**config.mk**
```make
export PLATFORM = sky130hd
export DESIGN_NAME = obstacle_scheduler
export DESIGN_NICKNAME = d
export VERILOG_FILES = /design/src/rtl/dino_pkg.sv /design/src/rtl/obstacle_scheduler_lfsr16.sv /design/src/rtl/obstacle_scheduler.sv
export SDC_FILE = /design/constraint.sdc
export NUM_CORES = 1
export LEC_CHECK = 0
export CAP_MARGIN = 20
export CELL_PAD_IN_SITES_DETAIL_PLACEMENT = 1
export CELL_PAD_IN_SITES_GLOBAL_PLACEMENT = 1
export CORE_MARGIN = 2
export CORE_UTILIZATION = 44
export CTS_CLUSTER_DIAMETER = 50
export DETAILED_ROUTE_END_ITERATION = 8
export GPL_ROUTABILITY_DRIVEN = 1
export HOLD_SLACK_MARGIN = 0.12
export PLACE_DENSITY = 0.9
export SETUP_SLACK_MARGIN = 0.5
export SYNTH_ARGS = -nofsm -noshare
export SYNTH_HDL_FRONTEND = slang
export SYNTH_SLANG_ARGS = --single-unit
```
**constraint.sdc**
```tcl
create_clock -name clk -period 4.4 [get_ports clk]
set_clock_uncertainty 0.2 [all_clocks]
set_input_delay 1.1 -clock clk [delete_from_list [all_inputs] [get_ports clk]]
set_output_delay 1.1 -clock clk [all_outputs]
set_load 0.01 [all_outputs]
```
**src/rtl/dino_pkg.sv**
```systemverilog
// Shared definitions for the obstacle scheduler and the sprite renderers.
package dino_pkg;

  typedef enum logic [1:0] {
    IDLE = 2'd0,
    RUN  = 2'd1,
    OVER = 2'd2
  } state_t;

  localparam int unsigned SCREEN_W = 640;
  localparam int unsigned OBJ_W    = 60;
  localparam int unsigned POS_W    = 10;
  localparam int unsigned SPEED_W  = 4;

endpackage

```
**src/rtl/obstacle_scheduler_lfsr16.sv**
```systemverilog
// 16-bit Fibonacci LFSR, taps 16,14,13,11; shifts toward the MSB.
module lfsr16 #(
  parameter logic [15:0] SEED = 16'hACE1
) (
  input  logic        clk,
  input  logic        rst_n,
  input  logic        i_en,
  output logic [15:0] o_state
);

  logic [15:0] r_state;
  logic        w_fb;

  assign w_fb = r_state[15] ^ r_state[13] ^ r_state[12] ^ r_state[10];

  always_ff @(posedge clk or negedge rst_n) begin
    if (!rst_n) begin
      r_state <= SEED;
    end else if (i_en) begin
      r_state <= {r_state[14:0], w_fb};
    end
  end

  assign o_state = r_state;

endmodule

```
**src/rtl/obstacle_scheduler.sv**
```systemverilog
// Run/crash sequencer: frame-tick scroll of obstacle slots, pseudo-random
// spawn gaps and time-based speed ramp.
module obstacle_scheduler #(
  parameter int unsigned NUM_SLOTS   = 3,
  parameter int unsigned SCREEN_W    = dino_pkg::SCREEN_W,
  parameter int unsigned OBJ_W       = dino_pkg::OBJ_W,
  parameter int unsigned MIN_GAP     = 40,
  parameter int unsigned SPEED_INIT  = 2,
  parameter int unsigned SPEED_MAX   = 12,
  parameter int unsigned RAMP_FRAMES = 600,
  parameter logic [15:0] LFSR_SEED   = 16'hACE1
) (
  input  logic                                  clk,
  input  logic                                  RESET_n,
  input  logic                                  fresh,
  input  logic                                  start,
  input  logic                                  collide,
  output logic                                  game_status,
  output logic [dino_pkg::SPEED_W-1:0]          speed,
  output logic [NUM_SLOTS-1:0]                  slot_active,
  output logic [NUM_SLOTS*dino_pkg::POS_W-1:0]  slot_pos,
  output logic [15:0]                           score
);

  import dino_pkg::*;

  localparam int unsigned GAP_W  = 16;
  localparam int unsigned RAMP_W = (RAMP_FRAMES > 1) ? $clog2(RAMP_FRAMES) : 1;

  typedef logic [POS_W:0]     ext_t;
  typedef logic [SPEED_W-1:0] spd_t;
  typedef logic [GAP_W-1:0]   gap_t;
  typedef logic [RAMP_W-1:0]  ramp_t;

  localparam ext_t  RETIRE_AT    = ext_t'(SCREEN_W + OBJ_W);
  localparam spd_t  SPEED_INIT_V = spd_t'(SPEED_INIT);
  localparam spd_t  SPEED_MAX_V  = spd_t'(SPEED_MAX);
  localparam gap_t  MIN_GAP_V    = gap_t'(MIN_GAP);
  localparam ramp_t RAMP_LAST    = ramp_t'(RAMP_FRAMES - 1);

  state_t                 r_state, w_state;
  logic                   r_fresh_d;
  logic                   r_status;
  spd_t                   r_speed, w_speed;
  logic [NUM_SLOTS-1:0]   r_active, w_active;
  logic [POS_W-1:0]       r_pos [NUM_SLOTS];
  logic [POS_W-1:0]       w_pos [NUM_SLOTS];
  logic [15:0]            r_score, w_score;
  ramp_t                  r_ramp, w_ramp;
  gap_t                   r_gap, w_gap;

  logic                   w_tick;
  ext_t                   w_sum;
  logic                   w_spawned;
  logic [15:0]            w_lfsr;
  logic [9:0]             w_lfsr_unused;

  lfsr16 #(.SEED(LFSR_SEED)) u_lfsr (
    .clk     (clk),
    .rst_n   (RESET_n),
    .i_en    (1'b1),
    .o_state (w_lfsr)
  );

  assign w_lfsr_unused = w_lfsr[15:6];
  assign w_tick        = r_fresh_d & ~fresh;

  always_comb begin
    w_state   = r_state;
    w_speed   = r_speed;
    w_active  = r_active;
    w_pos     = r_pos;
    w_score   = r_score;
    w_ramp    = r_ramp;
    w_gap     = r_gap;
    w_sum     = '0;
    w_spawned = 1'b0;
    case (r_state)
      IDLE: begin
        if (start) begin
          w_state = RUN;
          w_gap   = MIN_GAP_V;
        end
      end
      RUN: begin
        if (collide) begin
          w_state = OVER;
        end else if (w_tick) begin
          for (int unsigned i = 0; i < NUM_SLOTS; i++) begin
            if (r_active[i]) begin
              w_sum = ext_t'(r_pos[i]) + ext_t'(r_speed);
              if (w_sum >= RETIRE_AT) begin
                w_active[i] = 1'b0;
                w_pos[i]    = '0;
              end else begin
                w_pos[i] = w_sum[POS_W-1:0];
              end
            end
          end
          if (r_score != '1) begin
            w_score = r_score + 16'd1;
          end
          if (r_ramp == RAMP_LAST) begin
            w_ramp = '0;
            if (r_speed < SPEED_MAX_V) begin
              w_speed = r_speed + spd_t'(1);
            end
          end else begin
            w_ramp = r_ramp + ramp_t'(1);
          end
          // Post-decrement zero test; w_active already reflects slots retired this tick.
          if (r_gap != '0) begin
            w_gap = r_gap - gap_t'(1);
          end
          if ((w_gap == '0) && !(&w_active)) begin
            for (int unsigned i = 0; i < NUM_SLOTS; i++) begin
              if (!w_spawned && !w_active[i]) begin
                w_active[i] = 1'b1;
                w_pos[i]    = '0;
                w_spawned   = 1'b1;
              end
            end
            w_gap = MIN_GAP_V + gap_t'(w_lfsr[5:0]);
          end
        end
      end
      OVER: begin
        if (start) begin
          w_state  = RUN;
          w_speed  = SPEED_INIT_V;
          w_active = '0;
          w_pos    = '{default: '0};
          w_score  = '0;
          w_ramp   = '0;
          w_gap    = MIN_GAP_V;
        end
      end
      default: w_state = IDLE;
    endcase
  end

  always_ff @(posedge clk or negedge RESET_n) begin
    if (!RESET_n) begin
      r_state   <= IDLE;
      r_fresh_d <= 1'b1;
      r_status  <= 1'b0;
      r_speed   <= SPEED_INIT_V;
      r_active  <= '0;
      r_pos     <= '{default: '0};
      r_score   <= '0;
      r_ramp    <= '0;
      r_gap     <= '0;
    end else begin
      r_state   <= w_state;
      r_fresh_d <= fresh;
      r_status  <= (w_state == RUN);
      r_speed   <= w_speed;
      r_active  <= w_active;
      r_pos     <= w_pos;
      r_score   <= w_score;
      r_ramp    <= w_ramp;
      r_gap     <= w_gap;
    end
  end

  always_comb begin
    slot_pos = '0;
    for (int unsigned i = 0; i < NUM_SLOTS; i++) begin
      slot_pos[i*POS_W +: POS_W] = r_pos[i];
    end
  end

  assign game_status = r_status;
  assign speed       = r_speed;
  assign slot_active = r_active;
  assign score       = r_score;

endmodule

```
### After elaboration in Yosys (flattened, before gate mapping)

Index checks and enable logic that the tools add are counted.
Widths: inputs -> output; s select.

* add/sub/neg operators: 8
* $mul: 0
* divide/modulo/power cells: 0
* magnitude comparators: 4
* equality and inequality tests: 12
* shift-type cells: 0
* muxes and demuxes: 74
* bitwise logic cells: 5
* reductions and logical operators: 19

Operators by type and width (count)
* $mux 16: 12
* $mux 10: 13
* $mux 30: 4
* $pmux 16 s2: 2
* $pmux 30 s2: 1
* $add 10x4->11: 3
* $ge 11x10->1 const B: 3
* $mux 1: 27
* $mux 4: 5
* $pmux 10 s2: 1
* $add 16x1->16 const B: 1
* $logic_not 16->1: 1
* $ne 16x16->1 const B: 1
* $reduce_bool 16->1: 1
* $sub 16x1->16 const B: 1
* $mux 3: 4
* $ne 2x2->1 const B: 6
* $add 10x1->10 const B: 1
* $eq 10x10->1 const B: 1
* $pmux 4 s2: 1
* $reduce_and 4->1: 2
* $add 6x6->7 const A: 1
* $pmux 3 s2: 1
* $reduce_and 6->1: 1
* 17 further kinds: 28

* register bits: 99
* bits in latches: 0
* memory bits (writable): 0
* memory bits (read-only): 0
* output and inout bits: 54
* memories kept: 0

### Logic depth before layout (Yosys ltp)

Gate-level depths: netlist (run 1).

* depth after elaboration: 28
* depth in mapped cells: 12
* depth with buffers taken out: 11

### Hierarchy

Synthesis (run 1) repeated with hierarchy kept, for this count alone.

* cells, all modules: 702
* area, all modules: 6243.5 µm²

Modules (own cells, without submodules)
* obstacle_scheduler: times used 1, cells an instance 664, area each 5567.8 µm²
* lfsr16: times used 1, cells an instance 38, area each 675.6 µm²

### Worst setup path before layout (run 1)

No wires, ideal clock.

* path type: register to register
* start point: register r_speed[1] (netlist: speed[1])
* end point: register r_pos (netlist bit slot_pos[26])
* setup time: 0.126 ns
* data arrival time: 3.259 ns
* required time: 4.074 ns
* setup slack: 0.815 ns
* stages on the path, launching flop included: 12
* clock period less this slack: 3.585 ns
* path through: dfstp_2 > inv_1 > fa_1 > nand2b_1 > a211oi_1 > xor2_1 > o221a_2 > nor3_1 > nand3_2 > a21o_1 > buf_6 > a221o_1

* word-level cells in the longest chain between the ends: 26

RTL lines
* from (decl): line obstacle_scheduler.sv:44 `spd_t r_speed, w_speed;`
* from (signal assigned): line obstacle_scheduler.sv:157 `r_speed <= w_speed;`
* $add 10x4->11: line obstacle_scheduler.sv:91 `w_sum = ext_t'(r_pos[i]) + ext_t'(r_speed);`
* $ge 11x10->1: line obstacle_scheduler.sv:92 `if (w_sum >= RETIRE_AT) begin`
* $mux 1: line obstacle_scheduler.sv:92
* $mux 1: line obstacle_scheduler.sv:90 `if (r_active[i]) begin`
* $mux 1: line obstacle_scheduler.sv:88 `end else if (w_tick) begin`
* $mux 1: line obstacle_scheduler.sv:86 `if (collide) begin`
* $mux 1: line obstacle_scheduler.sv:78 `case (r_state)`
* $mux 1: line obstacle_scheduler.sv:117 `if (!w_spawned && !w_active[i]) begin`
* [... 10 more ...]
* $mux 1: line obstacle_scheduler.sv:78
* $logic_not 1->1: line obstacle_scheduler.sv:117
* $logic_and 1x1->1: line obstacle_scheduler.sv:117
* $mux 10: line obstacle_scheduler.sv:117
* $mux 30 *: line obstacle_scheduler.sv:115 `if ((w_gap == '0) && !(&w_active)) begin`
* $mux 30 *: line obstacle_scheduler.sv:88
* $mux 30 *: line obstacle_scheduler.sv:86
* $pmux 30 s2 *: line obstacle_scheduler.sv:78
* to (signal assigned): line obstacle_scheduler.sv:159 `r_pos <= w_pos;`
* to (decl): line obstacle_scheduler.sv:46 `logic [POS_W-1:0] r_pos [NUM_SLOTS];`

Every way passes the cells marked *; elsewhere a longest branch is shown, timed or not. The select of a mux whose other input is x is not followed.
A chain may end at the register's enable or synchronous reset.

### Final worst setup path (run 1)

* start point: register r_gap[0]
* end point: register r_pos (netlist bit slot_pos[26])

* word-level cells in the longest chain between the ends: 11

RTL lines
* from (decl): line obstacle_scheduler.sv:50 `gap_t r_gap, w_gap;`
* from (signal assigned): line obstacle_scheduler.sv:162 `r_gap <= w_gap;`
* $sub 16x1->16 / $reduce_bool 16->1 (equally long branches): line obstacle_scheduler.sv:113, obstacle_scheduler.sv:112
* $mux 16 *: line obstacle_scheduler.sv:112 `if (r_gap != '0) begin`
* $mux 16 *: line obstacle_scheduler.sv:88
* $mux 16 *: line obstacle_scheduler.sv:86
* $mux 16 *: line obstacle_scheduler.sv:78
* $logic_not 16->1 *: line obstacle_scheduler.sv:115
* $logic_and 1x1->1 *: line obstacle_scheduler.sv:115
* $mux 30 *: line obstacle_scheduler.sv:115
* $mux 30 *: line obstacle_scheduler.sv:88
* $mux 30 *: line obstacle_scheduler.sv:86
* $pmux 30 s2 *: line obstacle_scheduler.sv:78

Marks and branches as above.

==> results.json, run 1 <==
{
  "status": "complete, no violations",
  "cts_root_buf": "clkbuf_16",
  "fin_nets": 723,
  "peakVddDrop_uv": 149,
  "cts_tree": "done",
  "synthArstFlopShare": 1.00,
  "fmax_ghz": 0.268,
  "post-route-drc-count": 0,
  "overflow": 0,
  "startpoint_type": "register",
  "crit_chain": "inv_1 > ha_1 > or3b_1 > or4b_1 > a21oi_1 > o2111ai_1 > a21oi_4 > nand3_2 > a21o_1 > a221o_1",
  "drive_gt1_frac": 0.0812,
  "tightest_slew_ns": 0.965,
  "syn-instance-count": 646,
  "yosysWarnings": 0,
  "min_period_ns": 3.73,
  "port_buffers": 58,
  "clk_pin_slew_ns": 0.08,
  "setup_viol": 0,
  "grt_pass1_vias": 5864,
  "synth_nets": 672,
  "ant_nets": 0,
  "maxSlewHeadroom": 0.351,
  "max_stage_delay_ns": 0.51,
  "coreArea_sq_um": 13200,
  "dp_hpwl_mm": 12.3,
  "synth_area_leader_cell": "dfrtp_1",
  "final_max_slew_viol_count": 0,
  "hold_viol_final": 0,
  "path_class": "reg -> reg",
  "wl_per_cell_um": 20.2,
  "busiest_layer": "met2",
  "synth.cell_area_sq_um": 5920,
  "rows": 42,
  "grtUsageMet1": 0.323,
  "p_leak_nw": 2.84,
  "hold_depth": 0,
  "synth-seq-cells": 99,
  "grt_max_degree": 58,
  "final_core_utilization": 0.529,
  "end_kind": "register",
  "hp-class": "reg -> reg",
  "ys_types": 71,
  "worstPathMaxFanout": 10,
  "grt_pass1_wl_mm": 29.6,
  "cp_slowest_cell": "or4b_1",
  "ff2ff_path_depth": 10,
  "die_height_um": 120,
  "ys_seq_area_frac": 0.421,
  "worst_skew_pair.late_latency_ns": 0.37,
  "ios": 59,
  "required_ns": 4.46,
  "routed_wl_mm": 17.7,
  "cts_made_buffers": 9,
  "start_util": 0.449,
  "via_per_inst": 6.16,
  "dieArea_sq_um": 14400,
  "cts.sinks": 99,
  "via_count": 5410,
  "rsz0062_at_grt": "yes",
  "crit_arrival_ns": 3.78,
  "final_common_cell": "dfrtp_1",
  "timing.final.crit_share": 0.847,
  "gp_congestion": 0.892,
  "finalSetupTns_ns": 0,
  "antenna_found_initial": 0,
  "htreeDepth": 3,
  "grtUsageTotal": 0.255,
  "layout_common_cells": "dfrtp_1 (88), nand2_1 (63), clkdlybuf4s50_1 (57), nor2_1 (52), o21ai_0 (46)",
  "use_met3": 0.0509,
  "num_antenna_cells": 0,
  "synth.avg_cell_area_sq_um": 9.17,
  "synth_top_area_frac": 0.376,
  "die_w_um": 120,
  "clockBufferDepth": 2,
  "max_cap_violations": 0,
  "area_growth_syn_to_layout_pct": 17.8,
  "dominantRegCellSynth": "dfrtp_1",
  "synth_area_leaders": "dfrtp_1 (38%), dfstp_2 (4.4%), o21ai_0 (4.1%), nand2_1 (4.0%), ha_1 (3.8%)",
  "use_met2": 0.442,
  "drt_iter0_drc": 397,
  "synth-edff-count": 0,
  "drt_pass1_iterations": 4,
  "powerDensity_nw_per_um2": 337
}
flip-flops by register name, indices dropped and copies added (netlist names):
signal / count
slot_active: 3
r_fresh_d: 1
slot_pos: 30
u_lfsr.o_state: 16
score: 16
r_state: 2
game_status: 1
r_ramp: 10
r_gap: 16
speed: 4
metrics by stage:
stage               power, mW  std cells  hold WS (ns)  setup WS [ns]  cell area (sq um)
floorplan                1.36        646         0.131          0.815               5920
global placement         1.51        862         0.138          0.675               6670
detailed placement       1.54        862         0.137          0.512               6670
CTS                      2.35        878         0.154          0.601               6960
global route             2.46        878         0.168          0.465               6980
finish                   2.35        878         0.154          0.674               6980
critical path, delay by kind of cell, from the launching register on:
family | cells | cell delay, ns
AND/OR/NAND/NOR | 3 | 1.15
adder cells (fa/ha/maj) | 1 | 0.25
AO/OA/AOI/OAI | 5 | 1.47
buffers and inverters | 1 | 0.11
flip-flops | 1 | 0.45
repair_timing:
item                       4_1_cts  5_1_grt
setup buffers                    0        0
setup endpoints to repair        0       11
hold buffers                     0        0
resized for setup                0        5
power by group:
part           internal (mW)  leakage [nW]  total (mW)  switching (mW)
logic                  0.178          1.39       0.454           0.276
clock network          0.412         0.143       0.809           0.397
registers              0.983          1.32        1.08           0.102
total                   1.57          2.84        2.35           0.775
cell families (layout without fill, tap and decap cells):
| group | count (synthesis) | after routing | synth area share |
|---|---|---|---|
| adder cells (fa/ha/maj) | 22 | 22 | 0.0499 |
| AND/OR/NAND/NOR | 243 | 243 | 0.214 |
| AO/OA/AOI/OAI | 190 | 190 | 0.221 |
| multiplexers | 3 | 3 | 0.00528 |
| XOR/XNOR | 36 | 36 | 0.0533 |
| buffers and inverters | 53 | 109 | 0.0363 |
| flip-flops | 99 | 99 | 0.421 |
cell usage after synthesis (4+ instances only):
cell type,instances
o22ai_1,8
o21a_1,6
nand2_1,63
clkbuf_1,23
nand2b_1,11
nor2b_1,12
or3_1,5
nand3_1,16
o31ai_1,10
nor2_1,52
nor3_1,20
ha_1,18
xor2_1,15
a22o_1,11
a211o_1,5
or2_2,6
dfstp_2,10
and3_1,8
nand4_1,8
xnor2_1,21
and4_1,5
and2_1,7
a41oi_1,4
dfrtp_1,89
inv_1,26
o21ai_0,48
a211oi_1,14
a21oi_1,32
nor4_1,7
a21o_1,10
metal layers:
layer  vias to the layer above  routed length [um]
li1                       2476                   -
met1                      2754                7690
met2                       149                8940
met3                        31                 725
met4                         0                 352
met5                         -                   0
worst paths after layout:
path / from / end / slack [ns]
max in group asynchronous: RESET_n / u_lfsr.o_state[6] / 2.53
min in group asynchronous: RESET_n / score[5] / 0.60
hold / removal: u_lfsr.o_state[8] / u_lfsr.o_state[9] / 0.15
hold reg to reg: u_lfsr.o_state[8] / u_lfsr.o_state[9] / 0.15
setup reg to reg: r_gap[0] / slot_pos[26] / 0.67
setup / recovery: r_gap[0] / slot_pos[26] / 0.67
layout make-up:
type	count	area, sq um
sequential	99	2490
inverter	26	97.6
timing repair buffer	67	646
tap	176	220
multi-input combinational	494	3230
clock inverter	6	56.3
clock buffer	10	239
fill	1480	6210
(Power assumes the default switching activity.)
==> inputs of run 2 (changes only) <==
Settings changed: CORE_UTILIZATION 44 to 40, PLACE_DENSITY 0.9 to 0.87.
Clock period 4.4 ns to 3.4 ns, I/O delays scaled along.
==> run 2 against run 1 <==
Combinational power grew 140%. First-iteration DRC count grew 110%. Die area grew 9.7%. The flow now finishes with violations (setup timing). Clock power grew 40%. Worst setup slack lost 0.74 ns. Total power grew 54%. Wire length grew 66%. Non-clock buffer count grew 99. Via count grew 25%. Critical endpoint is now r_gap[6].
==> results.json, run 2 (synthesized netlist as in run 1, its figures left out) <==
{
  "status": "finished with violations",
  "failed_checks": "setup timing",
  "required_ns": 3.46,
  "path_class": "reg -> reg",
  "fill_cells": 1546,
  "post-route-drc-count": 0,
  "layout_common_cells": "buf_4 (86), dfrtp_1 (84), clkdlybuf4s50_1 (57), nand2_1 (55), nor2_1 (49)",
  "htreeDepth": 3,
  "critPathLaunch": "r_gap[0]",
  "cts_made_buffers": 9,
  "start_util": 0.409,
  "rows": 44,
  "hp-class": "reg -> reg",
  "p_leak_nw": 3.57,
  "cts_tree": "done",
  "grtUsageTotal": 0.304,
  "num_antenna_cells": 0,
  "final_common_cell": "buf_4",
  "cts.sinks": 99,
  "finalSetupTns_ns": -0.274,
  "via_per_inst": 6.87,
  "die_height_um": 126,
  "max_stage_delay_ns": 0.56,
  "via_count": 6773,
  "setup_viol": 8,
  "dieArea_sq_um": 15800,
  "antenna_found_initial": 0,
  "routed_wl_mm": 29.3,
  "grt_pass1_vias": 6701,
  "powerDensity_nw_per_um2": 421,
  "final_max_slew_viol_count": 0,
  "dp_hpwl_mm": 13.7,
  "peakVddDrop_uv": 607,
  "pre_cts_ws_ns": -0.114,
  "grt_max_degree": 46,
  "worstPathMaxFanout": 5,
  "crit_arrival_ns": 3.53,
  "clk_pin_slew_ns": 0.09,
  "largest_reg_flops": 30,
  "wl_per_cell_um": 29.8,
  "drt_pass1_iterations": 6,
  "cp_slowest_cell": "or4b_4",
  "die_w_um": 126,
  "worst_skew_pair.late_latency_ns": 0.39,
  "cts_root_buf": "clkbuf_16",
  "hp-start": "u_lfsr.o_state[14]",
  "max_cap_violations": 0,
  "end_kind": "register",
  "min_period_ns": 3.47,
  "rsz0062_at_grt": "yes",
  "hold_viol_final": 0,
  "fmax_ghz": 0.288,
  "overflow": 0,
  "cp_top_family": "compound AO/OA/AOI/OAI gates",
  "clockBufferDepth": 2,
  "grt_pass1_wl_mm": 37.9,
  "place_inst": 914,
  "timing.critical_path.buf_inv": 4,
  "fin_ws_ns": -0.0686,
  "drt_iter0_drc": 837,
  "area_growth_syn_to_layout_pct": 45.2,
  "drive_gt1_frac": 0.334,
  "r2r-start": "r_gap[0]",
  "crit_chain": "inv_2 > ha_4 > or3b_4 > or4b_4 > a21oi_4 > o2111ai_4 > a21oi_4 > buf_6 > buf_4 > o21ai_1 > buf_4 > o31ai_1",
  "top_layer_used": "met4",
  "fin_cells": 986,
  "ant_nets": 0,
  "tightest_slew_ns": 0.563,
  "maxSlewHeadroom": 0.623,
  "ios": 59,
  "startpoint_type": "register",
  "fin_nets": 823,
  "gp_congestion": 0.944,
  "port_buffers": 58,
  "wl_met1_mm": 10.7,
  "coreArea_sq_um": 14500,
  "p_total_mw": 3.62,
  "wl_met2_mm": 14.0,
  "dr_wl_met3_mm": 2.50,
  "timing.final.crit_share": 1.02
}
-- run 2: cell count changes in the layout (fill, tap and decap cells not counted), moves of 7 or more --
cell      before  now
a211oi_1      12    2
a211oi_2       2    9
a21oi_1       32   24
buf_4         10   86
buf_6          0   18
ha_1          18   11
nand2_1       63   55
nor3_1        20   12
nor3_2         0    7
o21ai_0       46   32
-- run 2: layout make-up --
class                      instances  area, sq um  share of cell area
clock buffer                      10          250              0.0291
clock inverter                     6         62.6             0.00728
inverter                          26          100              0.0116
multi-input combinational        495         3950               0.460
sequential                        99         2500               0.290
tap                              184          230              0.0268
timing repair buffer             166         1510               0.175
-- run 2: stage by stage --
stage	util	area (sq um)	hold slack (ns)
3_3_place_gp	0.490	7090	0.137
5_1_grt	0.594	8600	0.183
4_1_cts	0.547	7930	0.157
2_1_floorplan	-	6010	0.131
3_5_place_dp	0.490	7090	0.138
6_report	0.594	8600	0.174
-- run 2: worst paths after layout --
check / end / cells after the start / slack, ns
max: r_gap[6] / 12 / -0.07
min: u_lfsr.o_state[15] / 0 / 0.17
max reg2reg: r_gap[6] / 12 / -0.07
min reg2reg: u_lfsr.o_state[15] / 0 / 0.17
max in group asynchronous: u_lfsr.o_state[7] / 2 / 1.99
min in group asynchronous: r_gap[6] / 1 / 0.24
-- run 2: power by group --
| group | switching [mW] | internal [mW] | leakage [nW] |
|---|---|---|---|
| clock | 0.569 | 0.563 | 0.154 |
| combinational | 0.607 | 0.469 | 2.10 |
| sequential | 0.137 | 1.27 | 1.31 |
-- run 2: timing repair --
item                                    4_1_cts  5_1_grt
hold buffers                                  0        0
buffers inserted                             23       32
gates cloned                                  1        0
gates resized for setup                      82       90
hold endpoints to repair                      0        0
endpoints found under the setup margin       50       60
pin swaps                                    32       41
-- run 2: metal layers --
layer,GRT usage,up-vias
li1,-,2675
met1,0.359,3349
met2,0.514,555
met3,0.0671,194
met4,0.171,0
met5,0,-
==> inputs of run 3 (changes only) <==
Settings changed: CTS_CLUSTER_SIZE set to 25.
==> results of run 3 <==
Final layout, timing and power as in run 2 (identical DEF).
